`src/rtl/cpu_pkg.sv`:
```
// Shared fetch-path types: default PC geometry and the per-edge PC action code.
// Pure declarations; no logic, no latency, no flow control.
package cpu_pkg;

   localparam int DEFAULT_WIDTH = 32;
   localparam logic [DEFAULT_WIDTH-1:0] DEFAULT_INIT_VAL = '0;

   typedef enum logic [2:0] {
      PC_HOLD,
      PC_INC,
      PC_LOAD,
      PC_CALL,
      PC_RET
   } pc_action_e;

endpackage

```
`src/rtl/pc_unit_if.sv`:
```
// Control-unit to PC-unit bundle: control strobes and jump target in, PC and RAS status out.
// Wires only; the control unit is the master, pc_unit the slave; no backpressure.
interface pc_unit_if
   import cpu_pkg::*;
#(
   parameter int WIDTH = DEFAULT_WIDTH
) ();

   logic             stall;
   logic             IncPC;
   logic             PC_enable;
   logic             PC_cond_enable;
   logic             conOut;
   logic             call;
   logic             ret;
   logic [WIDTH-1:0] BusMuxOut;
   logic [WIDTH-1:0] PC_data_out;
   logic             ras_empty;
   logic             ras_full;
   logic             ras_overflow;
   logic             ras_underflow;

   modport master (
      output stall, IncPC, PC_enable, PC_cond_enable, conOut, call, ret, BusMuxOut,
      input  PC_data_out, ras_empty, ras_full, ras_overflow, ras_underflow
   );

   modport slave (
      input  stall, IncPC, PC_enable, PC_cond_enable, conOut, call, ret, BusMuxOut,
      output PC_data_out, ras_empty, ras_full, ras_overflow, ras_underflow
   );

endinterface

```
`src/rtl/pc_unit_ras_stack.sv`:
```
// Circular return-address stack; push/pop land on the falling edge, top_data reads combinationally.
// Latency 1 edge; never stalls: push-when-full overwrites oldest, pop-when-empty is a no-op (sticky flags).
module ras_stack #(
   parameter int WIDTH     = 32,
   parameter int RAS_DEPTH = 4
) (
   input  logic             clock,
   input  logic             reset,
   input  logic             push,
   input  logic             pop,
   input  logic [WIDTH-1:0] push_data,
   output logic [WIDTH-1:0] top_data,
   output logic             empty,
   output logic             full,
   output logic             ovf,
   output logic             unf
);

   localparam int PTR_W = $clog2(RAS_DEPTH);
   localparam int CNT_W = $clog2(RAS_DEPTH + 1);
   localparam logic [PTR_W-1:0] PTR_MAX = PTR_W'(RAS_DEPTH - 1);
   localparam logic [CNT_W-1:0] CNT_MAX = CNT_W'(RAS_DEPTH);

   logic [WIDTH-1:0] mem [RAS_DEPTH];
   logic [PTR_W-1:0] ptr_q;
   logic [PTR_W-1:0] ptr_inc;
   logic [PTR_W-1:0] ptr_dec;
   logic [CNT_W-1:0] cnt_q;
   logic             ovf_q;
   logic             unf_q;

   // ptr_q is the next free slot; the top entry sits one below it.
   assign ptr_inc  = (ptr_q == PTR_MAX) ? '0 : ptr_q + PTR_W'(1);
   assign ptr_dec  = (ptr_q == '0) ? PTR_MAX : ptr_q - PTR_W'(1);
   assign top_data = mem[ptr_dec];
   assign empty    = (cnt_q == '0);
   assign full     = (cnt_q == CNT_MAX);
   assign ovf      = ovf_q;
   assign unf      = unf_q;

   always_ff @(negedge clock) begin
      if (!reset && push && !pop) begin
         mem[ptr_q] <= push_data;
      end
   end

   always_ff @(negedge clock) begin
      if (reset) begin
         ptr_q <= '0;
         cnt_q <= '0;
         ovf_q <= 1'b0;
         unf_q <= 1'b0;
      end else if (pop) begin
         if (cnt_q == '0) begin
            unf_q <= 1'b1;
         end else begin
            ptr_q <= ptr_dec;
            cnt_q <= cnt_q - CNT_W'(1);
         end
      end else if (push) begin
         ptr_q <= ptr_inc;
         if (cnt_q == CNT_MAX) begin
            ovf_q <= 1'b1;
         end else begin
            cnt_q <= cnt_q + CNT_W'(1);
         end
      end
   end

endmodule

```
`src/rtl/pc_unit.sv`:
```
// Program counter with increment, jump/branch load, stall and one-cycle call/ret via a RAS.
// Latency: every action lands on the falling edge it is sampled; no backpressure, stall freezes all state.
module pc_unit
   import cpu_pkg::*;
#(
   parameter int               WIDTH     = DEFAULT_WIDTH,
   parameter logic [WIDTH-1:0] INIT_VAL  = WIDTH'(DEFAULT_INIT_VAL),
   parameter int unsigned      STEP      = 1,
   parameter int               RAS_DEPTH = 4
) (
   input  logic     clock,
   input  logic     reset,
   pc_unit_if.slave bus
);

   pc_action_e       action;
   logic             taken;
   logic [WIDTH-1:0] pc_q;
   logic [WIDTH-1:0] pc_d;
   logic [WIDTH-1:0] top_data;
   logic             ras_empty;
   logic             ras_full;
   logic             ras_ovf;
   logic             ras_unf;

   // Explicit == 1'b1 keeps an X strobe from selecting an action.
   always_comb begin
      taken  = (bus.PC_enable == 1'b1) ||
               ((bus.PC_cond_enable == 1'b1) && (bus.conOut == 1'b1));
      action = PC_HOLD;
      if (bus.stall == 1'b1) begin
         action = PC_HOLD;
      end else if (bus.ret == 1'b1) begin
         action = PC_RET;
      end else if (taken) begin
         action = (bus.call == 1'b1) ? PC_CALL : PC_LOAD;
      end else if (bus.IncPC == 1'b1) begin
         action = PC_INC;
      end
   end

   always_comb begin
      pc_d = pc_q;
      case (action)
         PC_INC:           pc_d = pc_q + WIDTH'(STEP);
         PC_LOAD, PC_CALL: pc_d = bus.BusMuxOut;
         PC_RET:           pc_d = ras_empty ? pc_q : top_data;
         default:          pc_d = pc_q;
      endcase
   end

   always_ff @(negedge clock) begin
      if (reset) begin
         pc_q <= INIT_VAL;
      end else begin
         pc_q <= pc_d;
      end
   end

   ras_stack #(
      .WIDTH     (WIDTH),
      .RAS_DEPTH (RAS_DEPTH)
   ) u_ras (
      .clock     (clock),
      .reset     (reset),
      .push      (action == PC_CALL),
      .pop       (action == PC_RET),
      .push_data (pc_q),
      .top_data  (top_data),
      .empty     (ras_empty),
      .full      (ras_full),
      .ovf       (ras_ovf),
      .unf       (ras_unf)
   );

   assign bus.PC_data_out   = pc_q;
   assign bus.ras_empty     = ras_empty;
   assign bus.ras_full      = ras_full;
   assign bus.ras_overflow  = ras_ovf;
   assign bus.ras_underflow = ras_unf;

endmodule

```
`src/flat_wrapper.sv`:
```
// flat-port wrapper written by rule: the top's interface ports become plain ports
module pc_unit_flat import cpu_pkg::*;
#(
   parameter int               WIDTH     = DEFAULT_WIDTH,
   parameter logic [WIDTH-1:0] INIT_VAL  = WIDTH'(DEFAULT_INIT_VAL),
   parameter int unsigned      STEP      = 1,
   parameter int               RAS_DEPTH = 4
)
  (clock, reset, bus_stall, bus_IncPC, bus_PC_enable, bus_PC_cond_enable, bus_conOut, bus_call, bus_ret, bus_BusMuxOut, bus_PC_data_out, bus_ras_empty, bus_ras_full, bus_ras_overflow, bus_ras_underflow);
  pc_unit_if #(.WIDTH(WIDTH)) bus_i ();
  input  logic clock;
  input  logic reset;
  input wire logic [$bits(bus_i.stall)-1:0] bus_stall;
  input wire logic [$bits(bus_i.IncPC)-1:0] bus_IncPC;
  input wire logic [$bits(bus_i.PC_enable)-1:0] bus_PC_enable;
  input wire logic [$bits(bus_i.PC_cond_enable)-1:0] bus_PC_cond_enable;
  input wire logic [$bits(bus_i.conOut)-1:0] bus_conOut;
  input wire logic [$bits(bus_i.call)-1:0] bus_call;
  input wire logic [$bits(bus_i.ret)-1:0] bus_ret;
  input wire logic [$bits(bus_i.BusMuxOut)-1:0] bus_BusMuxOut;
  output wire logic [$bits(bus_i.PC_data_out)-1:0] bus_PC_data_out;
  output wire logic [$bits(bus_i.ras_empty)-1:0] bus_ras_empty;
  output wire logic [$bits(bus_i.ras_full)-1:0] bus_ras_full;
  output wire logic [$bits(bus_i.ras_overflow)-1:0] bus_ras_overflow;
  output wire logic [$bits(bus_i.ras_underflow)-1:0] bus_ras_underflow;
  assign bus_i.stall = bus_stall;
  assign bus_i.IncPC = bus_IncPC;
  assign bus_i.PC_enable = bus_PC_enable;
  assign bus_i.PC_cond_enable = bus_PC_cond_enable;
  assign bus_i.conOut = bus_conOut;
  assign bus_i.call = bus_call;
  assign bus_i.ret = bus_ret;
  assign bus_i.BusMuxOut = bus_BusMuxOut;
  assign bus_PC_data_out = bus_i.PC_data_out;
  assign bus_ras_empty = bus_i.ras_empty;
  assign bus_ras_full = bus_i.ras_full;
  assign bus_ras_overflow = bus_i.ras_overflow;
  assign bus_ras_underflow = bus_i.ras_underflow;
  pc_unit #(.WIDTH(WIDTH), .INIT_VAL(INIT_VAL), .STEP(STEP), .RAS_DEPTH(RAS_DEPTH)) u_core (.clock(clock), .reset(reset), .bus(bus_i));
endmodule
```
`config.mk`:
```
export PLATFORM = sky130hd
export DESIGN_NAME = pc_unit_flat
export DESIGN_NICKNAME = d
export VERILOG_FILES = /design/src/rtl/cpu_pkg.sv /design/src/rtl/pc_unit_if.sv /design/src/rtl/pc_unit_ras_stack.sv /design/src/rtl/pc_unit.sv /design/src/flat_wrapper.sv
export SDC_FILE = /design/constraint.sdc
export NUM_CORES = 1
export LEC_CHECK = 0
export BUFFER_PORTS_ARGS = -buffer_cell sky130_fd_sc_hd__buf_2
export CORE_ASPECT_RATIO = 1.2
export CORE_MARGIN = 2
export CORE_UTILIZATION = 63
export CTS_CLUSTER_DIAMETER = 40
export DETAILED_ROUTE_END_ITERATION = 7
export PLACE_DENSITY = 0.92
export SETUP_SLACK_MARGIN = 0.15
export SYNTH_ARGS = -nofsm -noshare
export SYNTH_HDL_FRONTEND = slang
export SYNTH_SLANG_ARGS = --single-unit
```
`constraint.sdc`:
```
create_clock -name clock -period 7.4 [get_ports clock]
set_clock_uncertainty 0.05 [all_clocks]
set_input_delay 0.74 -clock clock [delete_from_list [all_inputs] [get_ports clock]]
set_output_delay 0.74 -clock clock [all_outputs]
set_load 0.03 [all_outputs]
```
=== Word-level counts from Yosys, hierarchy flattened ===
Memory sizes are Yosys's and may differ from the RTL's.
Index checks and enable logic that the tools add are counted.

* Add/subtract/negate cells: 5
* Eq/ne operators: 8
* Muxes and demuxes: 18
* Bitwise operators: 1
* Reduce and logical (&&, ||, !) cells: 16

{| class="wikitable"
|+ Operators by type and width
! kind !! count
|-
| 32-bit one-hot mux with 3 select lines || 1
|-
| 32-bit by 1-bit adder with 32-bit output (second input constant) || 1
|-
| 32-bit two-way mux || 1
|-
| 3-bit two-way mux || 6
|-
| 2-bit two-way mux || 6
|-
| 3-bit by 2-bit equality test with 1-bit output (second input constant) || 2
|-
| 3-bit equality test (second input constant) || 2
|-
| 2-bit AND reduction || 3
|-
| 3-bit AND reduction || 2
|-
| 1-bit two-way mux || 4
|-
| 3-bit by 1-bit adder with 3-bit output (second input constant) || 1
|-
| 3-bit by 1-bit equality test with 1-bit output (second input constant) || 1
|-
| 1-bit logical AND || 3
|-
| 3-bit zero test || 1
|-
| 3-bit nonzero test || 1
|-
| 3-bit by 1-bit subtractor with 3-bit output (second input constant) || 1
|-
| 2-bit by 1-bit adder with 2-bit output (second input constant) || 1
|-
| 2-bit equality test (second input constant) || 1
|-
| 1-bit zero test || 2
|-
| 2-bit zero test || 1
|-
| 2-bit by 1-bit inequality test with 1-bit output (second input constant) || 1
|-
| 2-bit inequality test (second input constant) || 1
|-
| 2-bit nonzero test || 1
|-
| 2-bit OR reduction || 1
|-
| 3 further kinds || 3
|}

* Flip-flop bits (word level): 39
* Memory bits (writable): 128
* Input port bits: 41
* Output and inout port bits: 36
* Logic and storage cells: 54
* Memories kept: 1

{| class="wikitable"
|+ Memory list
! memory !! words !! bits a word !! read ports !! clocked after memory_dff !! write ports !! line !! source
|-
| u_core.u_ras.mem || 4 || 32 || 1 || 0 || 1 || pc_unit_ras_stack.sv:24 || <nowiki>logic [WIDTH-1:0] mem [RAS_DEPTH];</nowiki>
|}

=== Logic depth before layout (Yosys ltp) ===
* Depth in word-level cells: 10
* Depth in mapped cells: 9
* Depth with buffers taken out: 7

=== By module ===
A second synthesis with hierarchy kept.

* Cell total of the unflattened synthesis: 612
* Area total of the unflattened synthesis: 7785.0 um^2

{| class="wikitable"
|+ By module, submodules not included
! module !! instances !! cells each !! area an instance (um^2) !! seq. area each (um^2)
|-
| ras_stack || 1 || 283 || 5260.0 || 3983.8
|-
| pc_unit || 1 || 329 || 2524.9 || 640.6
|}

==> results.py <==
metrics = {
    "outcome": {
        "outcome": "finished, violations left",
        "violations": "design-rule violations",
    },
    "yosys": {
        "synth-seq-area-share_pct": 63.6,
        "synth.distinct_cells": 64,
        "ys_ff_latch": 167,
        "syn-num-nets": 556,
        "ys_top_cells_by_area": "edfxtp_1 53%, dfxtp_1 11%, mux4_2 9.9%",
        "synthCells": 509,
        "synth_edf_count": 128,
        "synth_flop_cell": "edfxtp_1",
        "synth_common_cells": "128 x edfxtp_1, 39 x dfxtp_1, 32 x mux4_2",
        "ys_async_sr_fraction_pct": 0,
        "synth_area_per_cell_um2": 14.3,
        "ys_warn_count": 0,
        "synth.most_common_cell": "edfxtp_1",
        "yosys.area.top_type": "edfxtp_1",
        "synth_top_area_share_pct": 52.9,
        "syn_area_um2": 7270,
    },
    "critical_path": {
        "crit_chain": "buf_2 > or2_2 > o21ai_2 > a21oi_1 > o311ai_0 > o21ai_1",
        "cp_max_fo": 26,
        "crit_type": "input pin to register",
        "arrival_ns": 2.87,
        "start_kind": "input pin",
        "cp.required_ns": 3.98,
        "critPathMaxStageDelay_ns": 0.87,
        "reg2reg_to": "u_core.bus.PC_data_out[14]$_SDFFE_NP0P_",
        "worstReg2RegStart": "u_core.u_ras.ptr_q[0]$_SDFFE_NP0P_",
        "endpoint_kind": "register",
        "critical_path_buf_inv_count": 1,
        "ff2ff_path_depth": 8,
        "cp_slowest_cell": "o21ai_2",
        "rrSetupSlack_ns": 4.13,
        "crit_family": "compound AO/OA/AOI/OAI gates",
    },
    "sta": {
        "max_slew_margin_pct": 25.6,
        "finalMaxSlewViolations": 0,
        "grt_setup_unrepaired": "no",
        "hold_viol": 0,
        "finalSetupTns_ns": 0,
        "setup_viol": 0,
        "tightest_slew_ns": 1.12,
        "hold_slack_ns": 0.474,
    },
    "min_path": {
        "min-delay-start": "u_core.u_ras.cnt_q[1]$_SDFFE_NP0P_",
        "hp-class": "register to register",
        "hold_depth": 2,
        "hold_end": "u_core.u_ras.cnt_q[1]$_SDFFE_NP0P_",
    },
    "pwr": {
        "power_frac_comb_pct": 7.4,
        "pwr-share-clk_pct": 51.4,
        "p_int_mw": 1.77,
        "p_sw_mw": 0.825,
        "p_total_mw": 2.59,
        "p_sw_share_pct": 31.9,
        "power_frac_seq_pct": 41.1,
        "p_leak_nw": 3.76,
        "powerDensity_nw_per_um2": 284,
        "ir_drop_mv": 0.201,
    },
    "grt": {
        "grt_overflow_total": 0,
        "grt_max_degree": 37,
        "antenna_found_initial": 0,
        "track_usage_pct": 36.1,
        "grt_pass1_wl_um": 33100,
        "grt_pass1_vias": 6615,
    },
    "detailed_routing": {
        "drt_first_pass_iters": 8,
        "wl_per_cell_um": 23.2,
        "vias": 6234,
        "post-route-drc-count": 34,
        "drtIter0Drc": 1317,
        "routed_wl_um": 21500,
        "ant_nets": 0,
        "vias_per_cell": 6.74,
    },
    "layout": {
        "nets": 805,
        "final_util_pct": 81.8,
        "antennaDiodeCount": 0,
        "area.growth.synth_to_final_pct": 25.4,
        "drive_gt1_share_pct": 22.0,
        "fin_cells": 925,
    },
    "clock_tree": {
        "post_cts_buffers": 0,
        "cts_tree": "built",
        "htree_num_levels": 4,
        "cts_hold_buf": 0,
        "cts.clk_slew.worst_paths_ns": 0.04,
        "clk_path_buf_depth": 2,
        "cts_made_buffers": 17,
        "cts_root_buffer": "clkbuf_16",
        "post_cts_resized": 0,
        "cts.sinks": 167,
        "worstSkewPairLatency_ns": 0.50,
    },
    "flow_run": {
        "cap_violations": 0,
    },
    "floorplanning": {
        "io_pins": 77,
        "core_um2": 11100,
        "chipWidth_um": 102,
        "rows": 42,
        "initial_core_util_pct": 65.2,
        "fp.dieH_um": 122,
        "dieArea_um2": 12400,
    },
    "place": {
        "dp.cells": 727,
        "dp_hpwl_um": 11700,
        "place_congestion": 0.932,
        "portBuffers": 76,
    },
}
==> metal layers <==
metal	up-vias	GRT usage, %	wire, µm	share of wire, %
met4	0	25.3	1390	6.5
met1	2879	40.5	7030	33
met2	584	57.7	10700	50
met3	185	12.1	2370	11
met5	-	0	0	0
li1	2586	-	-	-
==> kinds of logic after synthesis <==
group,synth area share [%]
buf+inv,2.32
xor+xnor,0.964
simple gates,9.28
mux,9.92
fa+ha+maj,1.14
compound gates,12.7
flops,63.6
==> power groups by stage <==
stage	clock, mW	sequential [mW]	combinational, mW
2_1_floorplan	0.135	1.09	0.102
3_3_place_gp	0.135	1.07	0.174
3_5_place_dp	0.135	1.07	0.181
4_1_cts	1.34	1.06	0.188
5_1_grt	1.43	1.07	0.202
6_report	1.33	1.07	0.193
==> layout make-up <==
cell class                 count  area (µm²)
sequential                   167        4620
tap                          154         193
multi-input combinational    302        2500
clock buffer                  17         425
timing repair buffer          93         508
clock inverter               182         822
inverter                      10        37.5
fill                         547        2030
==> cells in the final DEF (no fill, tap or decap), types with 4 or more instances in the layout <==
| cell | count |
|---|---|
| a22oi_1 | 18 |
| clkbuf_16 | 17 |
| buf_2 | 76 |
| edfxtp_1 | 128 |
| a32o_1 | 7 |
| a22o_1 | 4 |
| ha_1 | 5 |
| nand2_1 | 27 |
| nand4_1 | 9 |
| mux4_2 | 32 |
| inv_6 | 4 |
| nand3_1 | 16 |
| a221oi_1 | 5 |
| a21oi_1 | 19 |
| a31oi_1 | 8 |
| nor2_1 | 23 |
| and2_1 | 6 |
| xnor2_1 | 6 |
| nor3_1 | 12 |
| o21ai_0 | 20 |
| dfxtp_1 | 39 |
| nor4_1 | 11 |
| buf_4 | 17 |
| inv_1 | 178 |
==> sequential cells by signal, summed over array words and instances, names as in the netlist <==
| register | flops |
|---|---|
| u_core.u_ras.mem | 128 |
| u_core.bus.PC_data_out | 32 |
| u_core.u_ras.cnt_q | 3 |
| u_core.u_ras.ptr_q | 2 |
| u_core.u_ras.ovf | 1 |
| u_core.u_ras.unf | 1 |
==> how the worst max path moves through the flow <==
stage / startpoint / end / slack (ns) / cells after the start
3_3_place_gp: bus_ret / u_core.bus.PC_data_out[22]$_SDFFE_NP0P_ / 0.88 / 5
6_report: bus_ret / u_core.bus.PC_data_out[29]$_SDFFE_NP0P_ / 1.10 / 6
2_1_floorplan: bus_ret / u_core.u_ras.mem[0][0]$_DFFE_NP_ / 0.54 / 6
5_1_grt: bus_PC_cond_enable / u_core.bus.PC_data_out[27]$_SDFFE_NP0P_ / 1.02 / 6
4_1_cts: bus_ret / u_core.bus.PC_data_out[29]$_SDFFE_NP0P_ / 1.22 / 6
3_5_place_dp: bus_ret / u_core.bus.PC_data_out[30]$_SDFFE_NP0P_ / 0.74 / 5
==> worst register-to-register path, cell delays in order, from the launching register on <==
cell,delay (ns)
dfxtp_1,0.44
inv_1,0.12
ha_1,0.26
nor2b_4,0.59
buf_4,0.48
mux4_2,0.58
a22oi_1,0.32
a21oi_1,0.13
o21a_1,0.19
==> stage by stage <==
stage,instance area [µm²],setup WS [ns]
after CTS,9110,1.22
after global placement,7870,0.875
after floorplan,7270,0.544
after global routing,9110,1.02
final,9110,1.10
after detailed placement,7870,0.741
No activity file was read; power rests on OpenSTA's default activity.
